==> src/rtl/mips_pkg.sv <==
// Shared MIPS datapath definitions: opcodes, fetch state encoding, widths and reset vector.
package mips_pkg;

  localparam int XLEN   = 32;
  localparam int JIDX_W = 26;

  localparam logic [XLEN-1:0] DEFAULT_RESET_PC = 32'h0000_0000;

  localparam logic [5:0] OP_RTYPE  = 6'b000000;
  localparam logic [5:0] OP_REGIMM = 6'b000001;
  localparam logic [5:0] OP_J      = 6'b000010;
  localparam logic [5:0] OP_JAL    = 6'b000011;
  localparam logic [5:0] OP_BEQ    = 6'b000100;
  localparam logic [5:0] OP_BNE    = 6'b000101;

  typedef enum logic {
    S_FETCH = 1'b0,
    S_VALID = 1'b1
  } fetch_state_t;

  function automatic logic [XLEN-1:0] word_align(input logic [XLEN-1:0] addr);
    return {addr[XLEN-1:2], 2'b00};
  endfunction

endpackage

==> src/rtl/npc_calc.sv <==
// Next-PC selection for the fetch stage: jump beats taken branch beats sequential.
module npc_calc
  import mips_pkg::*;
(
  input  logic [XLEN-1:0]   pc_plus4,
  input  logic              branch_taken,
  input  logic [XLEN-1:0]   branch_imm,
  input  logic              jump,
  input  logic [JIDX_W-1:0] jump_target,
  output logic [XLEN-1:0]   npc
);

  always_comb begin
    npc = pc_plus4;
    if (jump) begin
      npc = {pc_plus4[XLEN-1:XLEN-4], jump_target, 2'b00};
    end else if (branch_taken) begin
      npc = pc_plus4 + (branch_imm << 2);
    end
  end

endmodule

==> src/rtl/instr_fetch.sv <==
// Instruction fetch stage: owns the PC, fetches over a ready handshake and
// presents one registered instruction at a time to decode.
//
//   state   | meaning
//   S_FETCH | request outstanding at pc_q, waiting for imem_ready
//   S_VALID | instr_o presented, waiting for downstream to consume
module instr_fetch
  import mips_pkg::*;
#(
  parameter logic [XLEN-1:0] RESET_PC = DEFAULT_RESET_PC
) (
  input  logic              clk,
  input  logic              rst_n,
  output logic              imem_req,
  output logic [XLEN-1:0]   imem_addr,
  input  logic              imem_ready,
  input  logic [XLEN-1:0]   imem_rdata,
  input  logic              stall_i,
  input  logic              branch_taken_i,
  input  logic [XLEN-1:0]   branch_imm_i,
  input  logic              jump_i,
  input  logic [JIDX_W-1:0] jump_target_i,
  output logic [XLEN-1:0]   instr_o,
  output logic              instr_valid_o,
  output logic [XLEN-1:0]   pc_o,
  output logic [XLEN-1:0]   pc_plus4_o,
  output logic [XLEN-1:0]   fetch_count_o
);

  localparam logic [XLEN-1:0] RESET_PC_ALIGNED = word_align(RESET_PC);

  fetch_state_t    state_q;
  logic [XLEN-1:0] pc_q;
  logic [XLEN-1:0] npc;

  // Gating with rst_n lets the request drop the instant reset asserts.
  assign imem_req  = rst_n && (state_q == S_FETCH);
  assign imem_addr = pc_q;

  npc_calc u_npc_calc (
    .pc_plus4     (pc_plus4_o),
    .branch_taken (branch_taken_i),
    .branch_imm   (branch_imm_i),
    .jump         (jump_i),
    .jump_target  (jump_target_i),
    .npc          (npc)
  );

  always_ff @(posedge clk or negedge rst_n) begin
    if (!rst_n) begin
      state_q       <= S_FETCH;
      pc_q          <= RESET_PC_ALIGNED;
      instr_o       <= '0;
      instr_valid_o <= 1'b0;
      pc_o          <= '0;
      pc_plus4_o    <= 32'd4;
      fetch_count_o <= '0;
    end else begin
      case (state_q)
        S_FETCH: begin
          if (imem_ready) begin
            instr_o       <= imem_rdata;
            pc_o          <= pc_q;
            pc_plus4_o    <= pc_q + 32'd4;
            instr_valid_o <= 1'b1;
            state_q       <= S_VALID;
          end
        end
        S_VALID: begin
          if (!stall_i) begin
            pc_q          <= npc;
            fetch_count_o <= fetch_count_o + 32'd1;
            instr_valid_o <= 1'b0;
            state_q       <= S_FETCH;
          end
        end
        default: state_q <= S_FETCH;
      endcase
    end
  end

endmodule

==> config.mk <==
export PLATFORM = sky130hd
export DESIGN_NAME = instr_fetch
export DESIGN_NICKNAME = d
export VERILOG_FILES = /design/src/rtl/mips_pkg.sv /design/src/rtl/npc_calc.sv /design/src/rtl/instr_fetch.sv
export SDC_FILE = /design/constraint.sdc
export NUM_CORES = 1
export LEC_CHECK = 0
export CAP_MARGIN = 20
export CORE_MARGIN = 3
export CORE_UTILIZATION = 41
export DETAILED_ROUTE_END_ITERATION = 12
export HOLD_SLACK_MARGIN = 0.1
export PLACE_DENSITY = 0.71
export SLEW_MARGIN = 20
export SYNTH_ARGS = -nofsm -noshare
export SYNTH_HDL_FRONTEND = slang
export SYNTH_SLANG_ARGS = --single-unit
==> constraint.sdc <==
create_clock -name clk -period 7.32 [get_ports clk]
set_input_delay 1.83 -clock clk [delete_from_list [all_inputs] [get_ports clk]]
set_output_delay 1.83 -clock clk [all_outputs]
set_load 0.02 [all_outputs]
Yosys cells after proc, flatten, opt, wreduce, memory -nomap -nowiden

Cells that the tools add are included.

Flip-flop bits (word level): 162
Output and inout bits: 162
Bits of input ports: 96
Word-level logic and storage cells: 26

Bitwise operators: 2
Add/sub/neg operators: 3
Multiplexer cells: 8
Reductions and logical operators: 4
Eq/ne operators: 2

Operators with widths:

| kind                    | count |
|---|---|
| $mux W32                | 2 |
| $add A32 B1 Y32 const B | 1 |
| $add A32 B3 Y32 const B | 1 |
| $add A32 B32 Y32        | 1 |
| $reduce_and A2 Y1       | 3 |
| $mux W1                 | 4 |
| $ne A2 B2 Y1 const B    | 2 |
| $pmux W1 S2             | 2 |
| $not A1 Y1              | 2 |
| $logic_and A1 B1 Y1     | 1 |

Longest topological paths before layout

Gate-level depths: netlist of the first run.

Depth after elaboration: 3
Gate-level depth with buffers: 10
Depth with buffers taken out: 10

Cells and area by module

Synthesis of the first run repeated with hierarchy kept, for this count alone.

Cell total of the unflattened synthesis: 985
Area total of the unflattened synthesis: 8,911.0 um^2

By module, submodules not included:

| module      | area each (um^2) | times used | cells each | seq. area each (um^2) |
|---|---|---|---|---|
| instr_fetch | 6,711.4          | 1          | 661        | 4,005.1 |
| npc_calc    | 2,199.6          | 1          | 324        | 0.0 |

Least setup slack after synthesis of the first run

OpenSTA, ideal clock, no wires.

Path kind: input to register
From: in branch_imm_i[9]
To: reg pc_q[23], in the netlist imem_addr[23]
Setup time: 0.128 ns
Data required time: 7.192 ns
Stages on the path: 9
Setup slack: 3.271 ns
Path buffers: 0
Data arrival time: 3.921 ns
Cells stage by stage: ha_1 > a21o_1 > a221o_1 > and3_4 > a2111oi_4 > a211oi_1 > o31ai_2 > mux2i_1 > nand3_1

Word-level cells in the longest chain between the ends: 3

Ends and longest elaborated chain:

| what                 | RTL line          | text |
|---|---|---|
| start, declared      | instr_fetch.sv:20 | `input logic [XLEN-1:0] branch_imm_i,` |
| $add A32 B32 Y32     | npc_calc.sv:18    | `npc = pc_plus4 + (branch_imm << 2);` |
| $mux W32             | npc_calc.sv:17    | `end else if (branch_taken) begin` |
| $mux W32             | npc_calc.sv:15    | `if (jump) begin` |
| end signal, assigned | instr_fetch.sv:71 | `pc_q <= npc;` |
| end, declared        | instr_fetch.sv:33 | `logic [XLEN-1:0] pc_q;` |

No other way between the ends.
A chain may end at the register's enable or synchronous reset.

Worst setup path after layout of the first run

From: in rst_n
To: out imem_req

Word-level cells in the longest chain between the ends: 1

Ends and longest elaborated chain:

| what                | RTL line          | text |
|---|---|---|
| start, declared     | instr_fetch.sv:13 | `input logic rst_n,` |
| $logic_and A1 B1 Y1 | instr_fetch.sv:37 | `assign imem_req = rst_n && (state_q == S_FETCH);` |
| end, declared       | instr_fetch.sv:14 | `output logic imem_req,` |

No other way between the ends.

==> summary.log, run 1 <==
INFO  pwr            cellLeakagePower=0.005040uW
INFO  pwr            pwr-share-clk=0.217
INFO  cts            postCtsSetupRepairBufs=0
INFO  cts            cts.repair.resized=0
INFO  global_routing maximum_number_of_pins_on_one_net_before_global_route_repair=81
INFO  synthesis      postSynthCellCount=848
INFO  synthesis      post_synth_main_area_contributors=sky130_fd_sc_hd__dfrtp_1 47%, sky130_fd_sc_hd__mux2_2 8.6%, sky130_fd_sc_hd__xnor2_1 5.2%
INFO  pwr            switching_power=1642uW
INFO  synthesis      synth_async_sr_flop_share=1.000
INFO  critical_path  crit_fanout=25
INFO  routing        vias_per_cell=5.292
INFO  pwr            pwr_density_cell=357.6mW/mm2
INFO  routing        first_pass_iters=5
INFO  critical_path  cp_data_arrival_time=2850ps
INFO  die            floorplan.rows=52
INFO  global_routing grt_antenna_before_repair=2
INFO  sta            clock.fmax=213.9MHz
INFO  pwr            irDropWorstVdd=0.1890mV
INFO  final_layout   layout_cell_share_with_drive_strength_beyond_1=0.1060
INFO  cts            clkTransAtPathRegs=60ps
INFO  sta            finalHoldWorstSlack=464.0ps
INFO  placement      gp_routability_congestion=0.8421
INFO  critical_path  timing.critical_path.from_type=input pin
INFO  routing        wirelength=24370um
INFO  synthesis      synth_ff_type=sky130_fd_sc_hd__dfrtp_1
INFO  synthesis      yosys.area.top_type=sky130_fd_sc_hd__dfrtp_1
INFO  critical_path  critical_path_class=in2out
INFO  cts            clk_latency=420ps
INFO  pwr            pwr-share-seq=0.335
INFO  routing        postRouteAntennaNets=0
INFO  synthesis      syn-cell-area=0.008531mm2
INFO  synthesis      post_synth_num_cell_types=58
INFO  synthesis      synth-warning-count=0
INFO  global_routing number_of_global_route_vias_before_repair=7307
INFO  sta            worst_slew_pin_slew=955.1ps
INFO  die            die_width=150.2um
INFO  synthesis      synth_top_cell_area_share=0.4664
INFO  pwr            p_int=2632uW
INFO  sta            setup_tns=0ps
INFO  sta            finalHoldViolCount=0
INFO  global_routing sum_of_overflow_across_all_layers_after_global_routing=0
INFO  synthesis      synth.net_count=976
INFO  routing        post_drt_wl_per_cell=17.71um
INFO  worst_hold_path timing.hold.worst_endpoint=fetch_count_o[31]
INFO  die            die_outline_area=0.02257mm2
INFO  critical_path  worst_ep_required_time=5490ps
INFO  critical_path  worstSetupEndpointType=output port
INFO  critical_path  reg2reg_setup_slack=4180ps
INFO  sta            layout_worst_path_cycle_share=0.6388
INFO  routing        drt_drc_violations_left=0
INFO  routing        num_vias=7282
INFO  final_layout   filler_cell_count=1758
INFO  sta            max-slew-margin-rel=0.3633
INFO  placement      detailed_place_hpwl=17620um
INFO  synthesis      share_of_synthesized_area_occupied_by_flip_flops_and_latches=0.4695
INFO  synthesis      synthTopCellsByCount=159 x sky130_fd_sc_hd__dfrtp_1, 107 x sky130_fd_sc_hd__nand2_1, 80 x sky130_fd_sc_hd__o21ai_0, 65 x sky130_fd_sc_hd__mux2_2, 51 x sky130_fd_sc_hd__xnor2_1
INFO  cts            cts-root-to-sink-buffers=2
INFO  cts            cts_tree=done
INFO  global_routing global_route.usage.total=0.2172
INFO  worst_hold_path min-delay-path-class=reg2reg
INFO  global_routing wire_length_of_the_first_global_routing_pass=39100um
INFO  sta            clock-skew-final=11.80ps
INFO  critical_path  timing.rr.end=imem_addr[30]
INFO  pwr            netSwitchingFraction=0.3842
INFO  critical_path  critical_register_to_register_path_startpoint=pc_plus4_o[2]
INFO  synthesis      seq_cells_post_synth=160
INFO  synthesis      synth_area_per_cell=10.06um2
INFO  synthesis      synth_edf_count=0
INFO  cts            clock-sinks=160
INFO  die            io-pin-count=258
INFO  final_layout   nets_final=1220
INFO  cts            cts.htree.levels=4
INFO  cts            numCtsBuffers=17
INFO  sta            grt_setup_unrepaired=false
INFO  sta            finalCriticalPeriod=4676ps
INFO  sta            finalSetupViolCount=0
INFO  cts            clk_root_buffer_cell=sky130_fd_sc_hd__clkbuf_16
INFO  pwr            p_comb_frac=0.448
INFO  final_layout   area_delta_synth_final=40.08%
INFO  critical_path  worst-r2r-cell-count=10
INFO  die            floorplan_die_height=150.2um
INFO  worst_hold_path worst_hold_startpoint=fetch_count_o[31]
INFO  placement      placedInstanceArea=0.01134mm2
INFO  synthesis      yosysMostFrequentCell=sky130_fd_sc_hd__dfrtp_1
INFO  die            start_util=0.4189
INFO  die            core_area=0.02036mm2
INFO  sta            report.final.slew_viol_count=0
INFO  final_layout   stdcell_area=0.01195mm2
INFO  flow_run       max_cap_viol_count=0
INFO  placement      portBuffers=255
INFO  status         outcome=finished clean
INFO  cts            cts-hold-fix-buffers=0
INFO  routing        drt_iter0_markers=354
INFO  worst_hold_path worstHoldPathCells=1
[per-stage QoR]
stage                     total power, uW  setup slack [ps]  instances    util
after floorplan                      2495              3271        848       -
after global placement               3317              2340       1343  0.5569
after detailed placement             3353              2312       1343  0.5569
after CTS                            4304              2625       1374  0.5866
after global routing                 4535              2453       1376  0.5868
final                                4274              2644       1376  0.5868
[registers in the layout, indices dropped and copies added (netlist names)]
signal,flops
instr_valid_o,1
pc_o,32
fetch_count_o,32
imem_addr,32
instr_o,32
state_q,1
pc_plus4_o,30
[metal layers]
metal,track usage,share of wire,vias up,wire [um]
met5,0,0,-,0
met3,0.07044,0.078,18,1904
met1,0.2919,0.45,3524,10870
li1,-,-,3508,-
met4,0.05535,0.017,0,406
met2,0.3411,0.46,232,11190
[worst max path at each step]
| stage | start | endpoint |
|---|---|---|
| 2_1_floorplan | branch_imm_i[9] | imem_addr[23] |
| 3_3_place_gp | branch_imm_i[0] | imem_addr[30] |
| 3_5_place_dp | branch_imm_i[0] | imem_addr[30] |
| 4_1_cts | rst_n | imem_req |
| 5_1_grt | branch_imm_i[0] | imem_addr[30] |
| 6_report | rst_n | imem_req |
[cell type report]
cell class | count | area, um2 | share of cell area
Multi-Input combinational cell | 636 | 4332 | 0.3625
Sequential cell | 160 | 4005 | 0.3351
Timing Repair Buffer | 263 | 2614 | 0.2187
Clock buffer | 20 | 446.7 | 0.03738
Tap cell | 270 | 337.8 | 0.02827
Clock inverter | 11 | 157.7 | 0.01319
Inverter | 14 | 52.55 | 0.004397
Antenna cell | 2 | 5.005 | 0.0004188
[cells in the final DEF, fill, tap and decap left out, types with 11 or more instances in the layout]
cell type	n
sky130_fd_sc_hd__nand2_1	107
sky130_fd_sc_hd__nand3_1	30
sky130_fd_sc_hd__a21oi_1	39
sky130_fd_sc_hd__or3_1	11
sky130_fd_sc_hd__o21ai_0	80
sky130_fd_sc_hd__dfrtp_1	159
sky130_fd_sc_hd__ha_1	31
sky130_fd_sc_hd__nor2_1	48
sky130_fd_sc_hd__xor2_1	24
sky130_fd_sc_hd__nand4_1	16
sky130_fd_sc_hd__mux2_2	65
sky130_fd_sc_hd__and3_1	18
sky130_fd_sc_hd__clkdlybuf4s50_1	254
sky130_fd_sc_hd__mux2i_1	11
sky130_fd_sc_hd__xnor2_1	51
sky130_fd_sc_hd__clkbuf_16	17
sky130_fd_sc_hd__inv_1	14
[power by group through the flow]
stage / combinational (uW) / sequential, uW / clock (uW)
floorplan: 797 / 1700 / 0
global placement: 1890 / 1430 / 0
detailed placement: 1910 / 1440 / 0
CTS: 1920 / 1430 / 951
global route: 2070 / 1480 / 985
finish: 1910 / 1430 / 929
[kinds of logic (layout without fill, tap and decap cells)]
logic type | Yosys count | in the layout | synth area share
AO/OA/AOI/OAI | 182 | 182 | 0.1326
XOR/XNOR | 75 | 75 | 0.07700
adder cells (fa/ha/maj) | 32 | 32 | 0.04781
buffers and inverters | 52 | 308 | 0.02420
flip-flops | 160 | 160 | 0.4695
multiplexers | 76 | 76 | 0.09871
other | 0 | 2 | 0
AND/OR/NAND/NOR | 271 | 271 | 0.1502
[critical path, cell delays in order]
cell and delay, ps:
sky130_fd_sc_hd__buf_6 220, sky130_fd_sc_hd__nor2b_1 170, sky130_fd_sc_hd__clkdlybuf4s50_1 610
Note: power is estimated with default switching activity, not from simulation.
==> run 2: changes to the inputs <==
PLACE_DENSITY = 0.74   (was 0.71)
clock period = 4.19 ns   (was 7.32 ns; I/O delays follow)
==> run 2 against run 1 <==
- combinational power grew 76%
- wire length shrank 0.91%
- worst setup slack lost 2200 ps
- count of clock-buffer cells in the layout shrank 2
- register-to-register slack lost 3000 ps
- clock power grew 67%
- first-iteration DRC count grew 38%
- via count shrank 0.48%
- utilization grew 0.23 points
- flip-flop and latch count is the same
- die area is the same
- cell count grew 0.29%
- critical path type is now in2reg
- critical endpoint is now imem_addr[30]
==> summary.log, run 2 (synthesized netlist as in run 1, its figures left out) <==
INFO  placement      detailed_place_hpwl=17620um
INFO  sta            worst_slew_pin_slew=906.0ps
INFO  cts            clock-sinks=160
INFO  critical_path  cp_data_arrival_time=4040ps
INFO  die            start_util=0.4189
INFO  cts            numCtsBuffers=17
INFO  pwr            cellLeakagePower=0.005064uW
INFO  final_layout   layout.cells.most_common=sky130_fd_sc_hd__clkdlybuf4s50_1
INFO  global_routing maximum_number_of_pins_on_one_net_before_global_route_repair=161
INFO  cts            cts-root-to-sink-buffers=2
INFO  sta            clock.fmax=269.5MHz
INFO  cts            postCtsSetupRepairBufs=0
INFO  sta            clock-skew-final=10.96ps
INFO  sta            finalHoldViolCount=0
INFO  critical_path  crit_fanout=4
INFO  cts            cts_tree=done
INFO  sta            report.final.slew_viol_count=0
INFO  sta            finalCriticalPeriod=3711ps
INFO  die            floorplan.rows=52
INFO  placement      portBuffers=255
INFO  final_layout   final_core_utilization=0.5891
INFO  die            floorplan_die_height=150.2um
INFO  die            die_width=150.2um
INFO  cts            clk_root_buffer_cell=sky130_fd_sc_hd__clkbuf_16
INFO  routing        post_drt_wl_per_cell=17.50um
INFO  sta            layout_worst_path_cycle_share=0.8857
INFO  routing        first_pass_iters=4
INFO  critical_path  critical_register_to_register_path_startpoint=pc_plus4_o[2]
INFO  routing        vias_per_cell=5.251
INFO  final_layout   filler_cell_count=1762
INFO  worst_hold_path worst_hold_startpoint=fetch_count_o[31]
INFO  sta            max-slew-margin-rel=0.3960
INFO  cts            cts-hold-fix-buffers=0
INFO  sta            setup_tns=0ps
INFO  critical_path  timing.critical_path.from_type=input pin
INFO  final_layout   area_delta_synth_final=40.63%
INFO  cts            clk_latency=420ps
INFO  pwr            irDropWorstVdd=0.3035mV
INFO  routing        postRouteAntennaNets=0
INFO  status         outcome=finished clean
INFO  routing        wirelength=24150um
INFO  global_routing global_route.usage.total=0.2148
INFO  critical_path  crit_start=branch_imm_i[0]
INFO  worst_hold_path min-delay-path-class=reg2reg
INFO  pwr            pwr_density_cell=617.5mW/mm2
INFO  die            io-pin-count=258
INFO  die            die_outline_area=0.02257mm2
INFO  global_routing sum_of_overflow_across_all_layers_after_global_routing=0
INFO  final_layout   commonest_cells_after_routing_fill_and_taps_aside=254 x sky130_fd_sc_hd__clkdlybuf4s50_1, 159 x sky130_fd_sc_hd__dfrtp_1, 107 x sky130_fd_sc_hd__nand2_1
INFO  routing        drt_iter0_markers=489
INFO  final_layout   nets_final=1223
INFO  routing        drt_drc_violations_left=0
INFO  global_routing number_of_global_route_vias_before_repair=7140
INFO  flow_run       max_cap_viol_count=0
INFO  final_layout   layout_cell_share_with_drive_strength_beyond_1=0.1102
INFO  global_routing grt_antenna_before_repair=1
INFO  global_routing wire_length_of_the_first_global_routing_pass=38250um
INFO  placement      gp_routability_congestion=0.8678
INFO  cts            cts.htree.levels=4
INFO  critical_path  worst_ep_required_time=4520ps
INFO  die            core_area=0.02036mm2
INFO  cts            cts.repair.resized=0
INFO  cts            clkTransAtPathRegs=60ps
INFO  sta            grt_setup_unrepaired=false
INFO  routing        num_vias=7247
INFO  critical_path  critical_path_class=in2reg
INFO  sta            finalSetupViolCount=0
INFO  critical_path  worstSetupEndpointType=flop
-- run 2: changes by cell type in the layout (fill, tap and decap cells not counted) --
cell,delta
sky130_fd_sc_hd__bufinv_16,-2
sky130_fd_sc_hd__clkinv_2,-1
sky130_fd_sc_hd__inv_6,+2
sky130_fd_sc_hd__diode_2,+1
sky130_fd_sc_hd__buf_12,+3
sky130_fd_sc_hd__clkbuf_1,-2
sky130_fd_sc_hd__clkinv_8,+1
sky130_fd_sc_hd__inv_8,+2
-- run 2: critical path, cell delays in order --
cell                              delay, ps
sky130_fd_sc_hd__clkdlybuf4s50_1        440
sky130_fd_sc_hd__ha_1                   240
sky130_fd_sc_hd__fa_1                   410
sky130_fd_sc_hd__a21oi_1                230
sky130_fd_sc_hd__o2bb2ai_1              180
sky130_fd_sc_hd__o221ai_1               180
sky130_fd_sc_hd__buf_4                  160
sky130_fd_sc_hd__o221ai_1               180
sky130_fd_sc_hd__o41ai_2                430
sky130_fd_sc_hd__o21ai_0                200
sky130_fd_sc_hd__xnor2_1                150
sky130_fd_sc_hd__a31oi_1                190
-- run 2: metal layers --
metal / vias to the layer above / GRT usage / part of all wire
met5: - / 0 / 0
met4: 0 / 0.06770 / 0.015
met3: 24 / 0.06352 / 0.071
met2: 197 / 0.3372 / 0.47
met1: 3511 / 0.2875 / 0.44
li1: 3515 / - / -
-- run 2: report_power, final --
| part | leakage (uW) | switching [uW] | internal [uW] |
|---|---|---|---|
| Clock | 0.000286 | 697 | 858 |
| Sequential | 0.00199 | 491 | 2000 |
| Combinational | 0.00279 | 1710 | 1650 |
| Total | 0.00506 | 2900 | 4510 |
-- run 2: worst paths after layout --
kind | to | slack, ps | depth (start not counted)
max | imem_addr[30] | 480 | 12
min | fetch_count_o[31] | 480 | 1
max reg2reg | imem_addr[30] | 1210 | 11
min reg2reg | fetch_count_o[31] | 480 | 1
max in group asynchronous | imem_addr[6] | 2730 | 2
min in group asynchronous | fetch_count_o[25] | 760 | 2
-- run 2: final cells by class --
cell class / instances / area, um2 / share of cell area
Inverter: 14 / 52.55 / 0.004380
Sequential cell: 160 / 4005 / 0.3339
Tap cell: 270 / 337.8 / 0.02816
Clock inverter: 13 / 148.9 / 0.01241
Timing Repair Buffer: 266 / 2674 / 0.2229
Antenna cell: 3 / 7.507 / 0.0006258
Clock buffer: 18 / 439.2 / 0.03661
Multi-Input combinational cell: 636 / 4332 / 0.3611
-- run 2: through the flow --
| stage | setup WS, ps | hold WS, ps | cells | area, um2 | total power [uW] |
|---|---|---|---|---|---|
| 3_3_place_gp | 97.92 | 455.3 | 1346 | 11400 | 5809 |
| 2_1_floorplan | 923.2 | 491.7 | 848 | 8531 | 4359 |
| 4_1_cts | 489.8 | 491.2 | 1377 | 11990 | 7463 |
| 5_1_grt | 151.1 | 499.1 | 1378 | 11990 | 7882 |
| 6_report | 478.8 | 476.9 | 1380 | 12000 | 7407 |
| 3_5_place_dp | 73.92 | 482.6 | 1346 | 11400 | 5868 |
